==> config.mk <==
export PLATFORM = sky130hd
export DESIGN_NAME = alu_issue
export DESIGN_NICKNAME = d
export VERILOG_FILES = /design/src/rtl/alu_issue.sv
export SDC_FILE = /design/constraint.sdc
export NUM_CORES = 1
export LEC_CHECK = 0
export CAP_MARGIN = 20
export CORE_MARGIN = 10
export CORE_UTILIZATION = 43
export DETAILED_ROUTE_END_ITERATION = 16
export PLACE_DENSITY = 0.91
export SLEW_MARGIN = 20
export SYNTH_ARGS = -nofsm -noshare
export SYNTH_HDL_FRONTEND = slang
export SYNTH_SLANG_ARGS = --single-unit
==> constraint.sdc <==
create_clock -name clk -period 2.5 [get_ports clk]
set_input_delay 0.25 -clock clk [delete_from_list [all_inputs] [get_ports clk]]
set_output_delay 0.25 -clock clk [all_outputs]
set_load 0.02 [all_outputs]
==> src/rtl/alu_issue.sv <==
// rtl/alu_issue.sv - Game Boy ALU issue sequencer.
// Decodes one opcode, gathers the operand from the register file, immediate or (HL), and writes the result back.
module alu_issue #(
    parameter int MEM_TIMEOUT = 255
) (
    input  logic       clk,
    input  logic       rst,
    input  logic       in_valid,
    output logic       in_ready,
    input  logic       in_cb,
    input  logic [7:0] in_opcode,
    input  logic [7:0] in_imm,
    output logic [2:0] rf_rd_sel,
    input  logic [7:0] rf_rd_data,
    input  logic [7:0] rf_a_data,
    output logic       rf_wr_en,
    output logic [2:0] rf_wr_sel,
    output logic [7:0] rf_wr_data,
    input  logic [3:0] f_in,
    output logic       f_wr_en,
    output logic [3:0] f_out,
    output logic       mem_req,
    output logic       mem_we,
    output logic [7:0] mem_wdata,
    input  logic [7:0] mem_rdata,
    input  logic       mem_ack,
    output logic [4:0] alu_op,
    output logic [7:0] alu_a,
    output logic [7:0] alu_b,
    output logic [2:0] alu_bit_index,
    output logic [3:0] alu_flags_in,
    input  logic [7:0] alu_result,
    input  logic [3:0] alu_flags_out,
    output logic       done,
    output logic       err
);

    localparam int CW = (MEM_TIMEOUT > 0) ? $clog2(MEM_TIMEOUT + 1) : 1;
    localparam logic [4:0] OP_NONE = 5'b11000;

    typedef enum logic [1:0] {IDLE, FETCH, EXEC, WB_MEM} state_t;

    typedef struct packed {
        logic       def;
        logic [4:0] op;
        logic       cb;
        logic       a_only;
        logic       use_imm;
        logic       use_mem;
        logic       wr_data;
        logic       wr_flags;
        logic       swap;
        logic       zforce;
        logic       mem_dest;
    } dec_t;

    function automatic dec_t decode(input logic cb, input logic [7:0] opc);
        dec_t d;
        d    = '0;
        d.op = OP_NONE;
        d.cb = cb;
        if (cb) begin
            d.def = 1'b1;
            case (opc[7:6])
                2'b00:   d.op = {2'b01, opc[5:3]};
                2'b01:   d.op = 5'b11101;
                2'b10:   d.op = 5'b11110;
                default: d.op = 5'b11111;
            endcase
            d.use_mem  = (opc[2:0] == 3'd6);
            d.wr_data  = (opc[7:6] != 2'b01);
            d.wr_flags = ~opc[7];
            d.swap     = (opc[7:3] == 5'b00110);
            d.mem_dest = d.use_mem & d.wr_data;
        end else if (opc[7:6] == 2'b10) begin
            d.def      = 1'b1;
            d.op       = {2'b00, opc[5:3]};
            d.use_mem  = (opc[2:0] == 3'd6);
            d.wr_data  = (opc[5:3] != 3'b111);
            d.wr_flags = 1'b1;
        end else if (opc[7:6] == 2'b11 && opc[2:0] == 3'b110) begin
            d.def      = 1'b1;
            d.op       = {2'b00, opc[5:3]};
            d.use_imm  = 1'b1;
            d.wr_data  = (opc[5:3] != 3'b111);
            d.wr_flags = 1'b1;
        end else if (opc[7:6] == 2'b00 && opc[2:0] == 3'b111) begin
            d.def      = 1'b1;
            d.a_only   = 1'b1;
            d.wr_data  = 1'b1;
            d.wr_flags = 1'b1;
            if (opc[5]) begin
                d.op = {3'b101, opc[4:3]};
            end else begin
                // Accumulator rotates always clear Z, unlike their CB forms.
                d.op     = {2'b01, opc[5:3]};
                d.zforce = 1'b1;
            end
        end
        return d;
    endfunction

    function automatic logic needs_fetch(input logic cb, input logic [7:0] opc);
        dec_t d;
        d = decode(cb, opc);
        return d.def & d.use_mem;
    endfunction

    state_t        state_q, state_d;
    logic [7:0]    op_q, op_d;
    logic          cb_q, cb_d;
    logic [7:0]    imm_q, imm_d;
    logic [7:0]    opnd_q, opnd_d;
    logic [7:0]    res_q, res_d;
    logic [CW-1:0] cnt_q, cnt_d;

    dec_t       dq;
    logic [2:0] src;
    logic       exec, mem_busy, timeout_hit;
    logic [7:0] opv;

    assign dq          = decode(cb_q, op_q);
    assign src         = op_q[2:0];
    assign exec        = (state_q == EXEC);
    assign mem_busy    = (state_q == FETCH) || (state_q == WB_MEM);
    assign timeout_hit = (MEM_TIMEOUT != 0) && (cnt_q == CW'(MEM_TIMEOUT));
    assign opv         = dq.use_mem ? opnd_q : (dq.use_imm ? imm_q : rf_rd_data);

    always_comb begin
        state_d = state_q;
        op_d    = op_q;
        cb_d    = cb_q;
        imm_d   = imm_q;
        opnd_d  = opnd_q;
        res_d   = res_q;
        cnt_d   = cnt_q;
        case (state_q)
            IDLE: begin
                if (in_valid) begin
                    op_d    = in_opcode;
                    cb_d    = in_cb;
                    imm_d   = in_imm;
                    opnd_d  = '0;
                    res_d   = '0;
                    cnt_d   = '0;
                    state_d = needs_fetch(in_cb, in_opcode) ? FETCH : EXEC;
                end
            end
            FETCH: begin
                if (timeout_hit) begin
                    state_d = IDLE;
                end else if (mem_ack) begin
                    opnd_d  = mem_rdata;
                    state_d = EXEC;
                end else if (MEM_TIMEOUT != 0) begin
                    cnt_d = cnt_q + CW'(1);
                end
            end
            EXEC: begin
                if (dq.def && dq.mem_dest) begin
                    res_d   = alu_result;
                    cnt_d   = '0;
                    state_d = WB_MEM;
                end else begin
                    state_d = IDLE;
                end
            end
            default: begin
                if (timeout_hit || mem_ack) begin
                    state_d = IDLE;
                end else if (MEM_TIMEOUT != 0) begin
                    cnt_d = cnt_q + CW'(1);
                end
            end
        endcase
    end

    always_ff @(posedge clk or posedge rst) begin
        if (rst) begin
            state_q <= IDLE;
            op_q    <= '0;
            cb_q    <= 1'b0;
            imm_q   <= '0;
            opnd_q  <= '0;
            res_q   <= '0;
            cnt_q   <= '0;
        end else begin
            state_q <= state_d;
            op_q    <= op_d;
            cb_q    <= cb_d;
            imm_q   <= imm_d;
            opnd_q  <= opnd_d;
            res_q   <= res_d;
            cnt_q   <= cnt_d;
        end
    end

    always_comb begin
        in_ready      = (state_q == IDLE);
        alu_flags_in  = f_in;
        alu_op        = OP_NONE;
        alu_a         = '0;
        alu_b         = '0;
        alu_bit_index = '0;
        rf_rd_sel     = '0;
        rf_wr_en      = 1'b0;
        rf_wr_sel     = '0;
        rf_wr_data    = '0;
        f_wr_en       = 1'b0;
        f_out         = '0;
        if (exec && dq.def) begin
            alu_op        = dq.op;
            rf_rd_sel     = dq.a_only ? 3'd7 : src;
            alu_a         = dq.cb ? opv : rf_a_data;
            alu_b         = dq.a_only ? rf_a_data : opv;
            alu_bit_index = dq.cb ? op_q[5:3] : 3'd0;
            if (dq.wr_data && !dq.mem_dest) begin
                rf_wr_en   = 1'b1;
                rf_wr_sel  = dq.cb ? src : 3'd7;
                rf_wr_data = alu_result;
            end
            if (dq.wr_flags) begin
                f_wr_en = 1'b1;
                if (dq.swap)
                    f_out = {(alu_result == 8'd0), alu_flags_out[2:0]};
                else if (dq.zforce)
                    f_out = {1'b0, alu_flags_out[2:0]};
                else
                    f_out = alu_flags_out;
            end
        end
        mem_req   = mem_busy && !timeout_hit;
        mem_we    = (state_q == WB_MEM) && !timeout_hit;
        mem_wdata = mem_we ? res_q : 8'd0;
        // A timed-out access ends the transaction without any data write.
        done = (exec && (!dq.def || !dq.mem_dest))
            || (mem_busy && timeout_hit)
            || ((state_q == WB_MEM) && !timeout_hit && mem_ack);
        err  = (exec && !dq.def) || (mem_busy && timeout_hit);
    end

endmodule

==> metrics.md, run 1 <==
| Metric | Value |
|---|---|
| Hold Crit Class | input port to async pin |
| Die area | 10,100 um2 |
| Core area | 6350 um2 |
| Top-area cell type share of the netlist area | 38.4% |
| Register area | 1080 um2 |
| Worst Reg-to-Reg Cells | 8 |
| Setup Buffers After CTS | 0 |
| RR Startpoint | op_q[7] |
| Initial core utilization | ~44% |
| Startpoint Class | flop |
| Syn_nets | 400 |
| VDD IR max | 0.447 mV |
| DR WL/cell | 18.4 um |
| DRT iter0 DRCs | 141 |
| # IOs | approximately 120 |
| TritonCTS clock tree | built |
| Post-layout min period | 2.47 ns |
| Via count of the first global-routing pass | 2,963 |
| Syn Area/Cell | 8.42 um2 |
| Post-synthesis simple-gate area fraction | between 20% and 30% |
| Status | finished, final reports clean |
| Internal reg-to-reg setup slack | 0.56 ns |
| Placed cells | 523 |
| Mapped Cells | 333 |
| Latest clock arrival within the worst-skew pair | 0.30 ns |
| Critical Path End Type | primary output |
| Worst-case clock buffer depth | 2 |
| Root Driver | clkbuf_8 |
| Total GRT Usage | 18.7% |
| RSZ-0062 raised after global routing | yes |
| Area leader, netlist | dfrtp_1 |
| CTS H-tree lvls | 2 |
| Synthesis Warnings | 0 |
| Final instance area | ~4100 um2 |
| Final Max Tran Viols | 0 |
| DP HPWL | 7.50 mm |
| Total Power | 3.79 mW |
| IO Port Bufs | approximately 110 |
| Mux share of post-synthesis cell area | 5.62% |
| Synthesized area | 2800 um2 |
| Sequential area share after synthesis | 38.4% |
| Largest net degree at the start of global routing | between 40 and 50 |
| Sink Count | 43 |
| Synth top area cells | dfrtp_1 38%, o21ai_0 9.3%, nand2_1 7.2% |
| Largest family of logic cells by synthesized area | compound AO/OA/AOI/OAI gates |
| FMAX | approximately 400 MHz |
| Critical Path RT | 2.25 ns |
| Layout Cells excl Fill | 531 |
| Final Hold Vio Count | 0 |
| Post-Route WL | 9.77 mm |
| # fillers | 503 |
| Crit Path Class | flop to primary output |
| Max cap viols | 0 |
| Clock buffer count from CTS | 5 |
| Setup WS post-layout | 0.0282 ns |
| Post-synthesis xor/xnor area fraction | less than 1% |
| Relative slew margins | 63.3% |
| Worst-path maximum fanout | 17 |
| Compound-Gate Fraction of Synth Area | 24.8% |
| Vias | 3,042 |
| Routability congestion estimate | 0.970 |
| Die Y | 101 um |
| Reg clk slew, reported paths | 0.09 ns |
| Data arrival, critical path | 2.22 ns |
| Synth Area in Adders | between 2 and 3% |
| R2R Path End | res_q[6] |
| Final setup fails | 0 |
| GRT overflow | 0 |
| 1st-pass router iterations | 4 |
| PwrDens | around 930 nW/um2 |
| Area of the multi-input gates | 1620 um2 |
| Worst slack at placement | -0.0400 ns |
| N_diodes | 0 |
| # DRC | 0 |
| Clock Skew | ~0.0095 ns |
| First-pass GRT wire length | 15.5 mm |
| Fraction of layout cells with a size suffix above 1 | 21.1% |
| Vias per inst | approximately 5.7 |
| Actual slew at the worst max-slew pin | approximately 0.55 ns |
| Routed Antenna Nets | 0 |
| Post-synth cell types | 43 |
| Die width | approximately 100 um |
| #FFs+latches synth | 43 |
| Placed cell area | ~4000 um2 |
| Layout area overhead | 45.6% |
| # rows | 29 |
| Leakage power figure | 1.79 nW |
| Finished Core Util | 64.3% |
| Final nets | 520 |
| Initial antenna violation count | 0 |
| Tcrit/Tclk final | 98.9% |
-- Yosys cell counts, drive strengths merged --
cell and count:
a2111oi 1, a21o 3, a21oi 26, a31oi 1
a32oi 2, and2 22, and2b 1, and3 7
and3b 1, and4 1, buf 13, clkbuf 9
dfrtp 43, ha 6, inv 8, mux2 14
nand2 54, nand2b 5, nand3 7, nand4 4
nand4b 2, nor2 10, nor2b 4, nor3b 1
nor4 2, nor4bb 1, o211ai 3, o21a 5
o21ai 52, o22ai 9, o2bb2ai 8, o31a 1
o31ai 2, o41ai 2, or2 1, xnor2 2
-- layout make-up --
cell class | count | area share (%)
sequential | 43 | 26.4
tap | 77 | 2.36
clock inverter | 2 | 0.399
clock buffer | 6 | 2.02
multi-input combinational | 260 | 39.7
inverter | 8 | 0.736
timing repair buffer | 135 | 28.4
-- placed cells by master (no fill, tap or decap), types with 3 or more instances in the layout --
cell,instances
o21ai_0,51
dlygate4sd2_1,15
o211ai_1,3
o2bb2ai_2,4
nand2b_1,5
o2bb2ai_1,4
a21o_1,3
o21a_1,5
nor2b_1,3
clkdlybuf4s50_1,61
clkdlybuf4s15_2,5
nand4_1,4
nor2_1,9
clkbuf_2,27
nand2_1,52
inv_1,8
and2_1,21
buf_4,21
clkdlybuf4s15_1,3
clkbuf_8,6
dfrtp_1,42
a21oi_1,23
nand3_1,6
and3_1,5
mux2_2,14
ha_1,6
o22ai_1,9
-- critical path, stage by stage (launching register included) --
cell and delay (ns):
dfrtp_2 0.43, ha_1 0.23, nand4b_1 0.16, and2_4 0.22, a21oi_4 0.16, buf_6 0.17, o21ai_0 0.09, a21oi_1 0.18
clkdlybuf4s15_2 0.29
-- cell families after synthesis --
logic type | Yosys count
buffers and inverters | 30
AND/OR/NAND/NOR | 123
adder cells (fa/ha/maj) | 6
AO/OA/AOI/OAI | 115
multiplexers | 14
flip-flops | 43
XOR/XNOR | 2
-- worst max path at each step --
stage,start,end,depth (start not counted)
4_1_cts,op_q[7],alu_a[5],8
2_1_floorplan,op_q[6],f_out[0],7
3_3_place_gp,alu_result[4],f_out[3],7
6_report,op_q[7],alu_b[1],8
5_1_grt,op_q[7],alu_b[1],8
3_5_place_dp,alu_result[4],f_out[3],7
-- metal layers --
| metal | share of wire [%] | GRT usage (%) | up-vias |
|---|---|---|---|
| met5 | 0 | 0 | - |
| met4 | 3.0 | 7.83 | 0 |
| met3 | 8.3 | 4.73 | 23 |
| met2 | 50 | 31.8 | 151 |
| met1 | 38 | 21.9 | 1442 |
| li1 | - | - | 1426 |
-- where the power goes --
| part | switching, mW | total (mW) | leakage, nW | internal, mW |
|---|---|---|---|---|
| combinational | 1.31 | 2.22 | 1.19 | 0.903 |
| sequential | 0.186 | 1.09 | 0.555 | 0.899 |
| clock | 0.258 | 0.484 | 0.0474 | 0.226 |
-- repair_timing --
item                       CTS  global route
gates resized for setup     74            60
pin swaps                    0             1
hold buffers                 0             0
setup endpoints to repair   51            39
hold endpoints to repair     0             0
-- metrics by stage --
step           hold WS [ns]    TNS, ns
2_1_floorplan         0.367          0
3_3_place_gp          0.455  -0.000286
3_5_place_dp          0.469    -0.0400
4_1_cts               0.421          0
5_1_grt               0.456     -0.242
6_report              0.409          0
-- registers in the layout, summed over array words and instances (netlist names) --
register	flops
cb_q	1
cnt_q	8
imm_q	8
op_q	8
opnd_q	8
res_q	8
state_q	2
No activity file was read; power rests on OpenSTA's default activity.
==> run 2: changes to the inputs <==
--- a/config.mk
+++ b/config.mk
@@ -6,10 +6,12 @@
 export NUM_CORES = 1
 export LEC_CHECK = 0
 export CAP_MARGIN = 20
+export CELL_PAD_IN_SITES_DETAIL_PLACEMENT = 0
+export CELL_PAD_IN_SITES_GLOBAL_PLACEMENT = 1
 export CORE_MARGIN = 10
-export CORE_UTILIZATION = 43
+export CORE_UTILIZATION = 30
 export DETAILED_ROUTE_END_ITERATION = 16
-export PLACE_DENSITY = 0.91
+export PLACE_DENSITY = 0.89
 export SLEW_MARGIN = 20
 export SYNTH_ARGS = -nofsm -noshare
 export SYNTH_HDL_FRONTEND = slang
==> metrics.md, run 2 (synthesized netlist as in run 1, its figures left out) <==
| Metric | Value |
|---|---|
| Status | finished, final reports clean |
| Critical-path top delay cell | dfrtp_2 |
| Max cap viols | 0 |
| Core area | 9150 um2 |
| # IOs | approximately 120 |
| Layout area overhead | 50.5% |
| Relative slew margins | 63.3% |
| Vias per inst | 5.12 |
| First-pass GRT wire length | 14.7 mm |
| Die width | 117 um |
| DRT iter0 DRCs | 175 |
| Via count of the first global-routing pass | 2,782 |
| PwrDens | 951 nW/um2 |
| Vias | 2,910 |
| Final nets | 523 |
| Clock buffer count from CTS | 5 |
| DP HPWL | between 7 and 8 mm |
| Startpoint Class | flop |
| Post-layout min period | about 2.4 ns |
| Fraction of layout cells with a size suffix above 1 | 21.4% |
| Hold Crit Class | input port to async pin |
| Initial antenna violation count | 0 |
| Data arrival, critical path | about 2.1 ns |
| Die Y | 117 um |
| Crit Path Class | flop to primary output |
| Buf+Inv Stages, Crit Path | 3 |
| Most frequent cells in the layout | 61 x clkdlybuf4s50_1, 53 x nand2_1, 50 x o21ai_0 |
| Final Max Tran Viols | 0 |
| 1st-pass router iterations | 5 |
| Latest clock arrival within the worst-skew pair | about 0.30 ns |
| Total Power | between 4 and 5 mW |
| Final setup fails | 0 |
| FMAX | approximately 420 MHz |
| Worst-path maximum fanout | 4 |
| Commonest non-fill, non-tap cell in the layout | clkdlybuf4s50_1 |
| CP top delay family | buffers and inverters |
| Leakage power figure | 1.82 nW |
| Root Driver | clkbuf_8 |
| IO Port Bufs | about 110 |
| # DRC | 0 |
| Actual slew at the worst max-slew pin | 0.551 ns |
| Setup Total Neg Slack | 0 ns |
| Total GRT Usage | a little over an eighth |
| Tcrit/Tclk final | 95.6% |
| Worst-case clock buffer depth | 2 |
| Routed Antenna Nets | 0 |
| CTS H-tree lvls | 2 |
| VDD IR max | 0.333 mV |
| GRT overflow | 0 |
| Final Hold Vio Count | 0 |
| N_diodes | 0 |
| Clock Skew | between 0.003 and 0.004 ns |
| TritonCTS clock tree | built |
| Initial core utilization | around 31% |
| Sink Count | 43 |
| Post-Route WL | 9.58 mm |
| Critical Path End Type | primary output |
| Critical-path cell list | inv_1, buf_4, ha_1, nor2b_1, nand2_1, o211ai_1, o21ai_0, dlygate4sd2_1 |
| DR WL/cell | 16.9 um |
| Routability congestion estimate | 0.848 |
| Critical Path RT | 2.25 ns |
| CP max stage delay | around 0.44 ns |
| Die area | 13,600 um2 |
| Largest net degree at the start of global routing | 44 |
| Reg clk slew, reported paths | roughly 0.09 ns |
| # fillers | 906 |
| # rows | 35 |
[run 2: cell types whose count changed in the layout (fill, tap and decap cells not counted), moves of 2 or more]
cell       delta
buf_12        +2
bufinv_16     +2
ha_1          -2
ha_4          +2
inv_1         -2
o2bb2ai_1     +2
o2bb2ai_2     -2
[run 2: worst min-delay path, stage by stage]
cell and delay, ns:
clkdlybuf4s50_1 0.40, clkinv_1 0.04, buf_4 0.46
[run 2: metal layers]
layer | track usage [%] | vias up | routed length (um)
met2 | 23.3 | 81 | 4780
met3 | 3.75 | 13 | 686
li1 | - | 1431 | -
met4 | 4.94 | 0 | 249
met5 | 0 | - | 0
met1 | 15.8 | 1385 | 3870
[run 2: final timing paths]
kind	start	endpoint	slack, ns	cells after the start
max	op_q[7]	done	0.11	8
min	rst	cnt_q[4]	0.40	3
max reg2reg	op_q[7]	res_q[4]	0.56	8
min reg2reg	res_q[0]	res_q[0]	0.48	2
max in group asynchronous	rst	op_q[7]	1.71	3
min in group clk	res_q[0]	res_q[0]	0.48	2
[run 2: final cells by class]
cell class,instances,area (um2),share of cell area [%]
Clock buffer,6,72.6,1.72
Clock inverter,2,60.1,1.42
Inverter,8,30.0,0.712
Multi-Input combinational cell,261,1650,39.1
Sequential cell,43,1080,25.6
Tap cell,111,139,3.29
Timing Repair Buffer,137,1190,28.2
[run 2: repair_timing]
item,in CTS,in global routing
buffers inserted,1,1
pin swaps,0,3
resized for setup,71,68
endpoints found under the hold margin,0,0
cloned,0,1
setup endpoints to repair,51,39
hold buffers,0,0
[run 2: through the flow]
step                setup slack (ns)  utilization (%)  cell area [um2]  std cells  hold WS [ns]
floorplan                      0.408                -             2800        333         0.367
global placement             -0.0497             45.3             4150        557         0.456
detailed placement           -0.0787             45.3             4150        557         0.462
CTS                          -0.0215             46.5             4250        566         0.408
global route                -0.00985             46.1             4220        568         0.454
finish                         0.111             46.1             4220        568         0.395
[run 2: power breakdown]
part | leakage, nW | internal (mW) | switching [mW] | total (mW)
registers | 0.554 | 0.900 | 0.184 | 1.08
clock network | 0.0654 | 0.400 | 0.250 | 0.650
logic | 1.20 | 0.965 | 1.31 | 2.28
total | 1.82 | 2.26 | 1.75 | 4.01
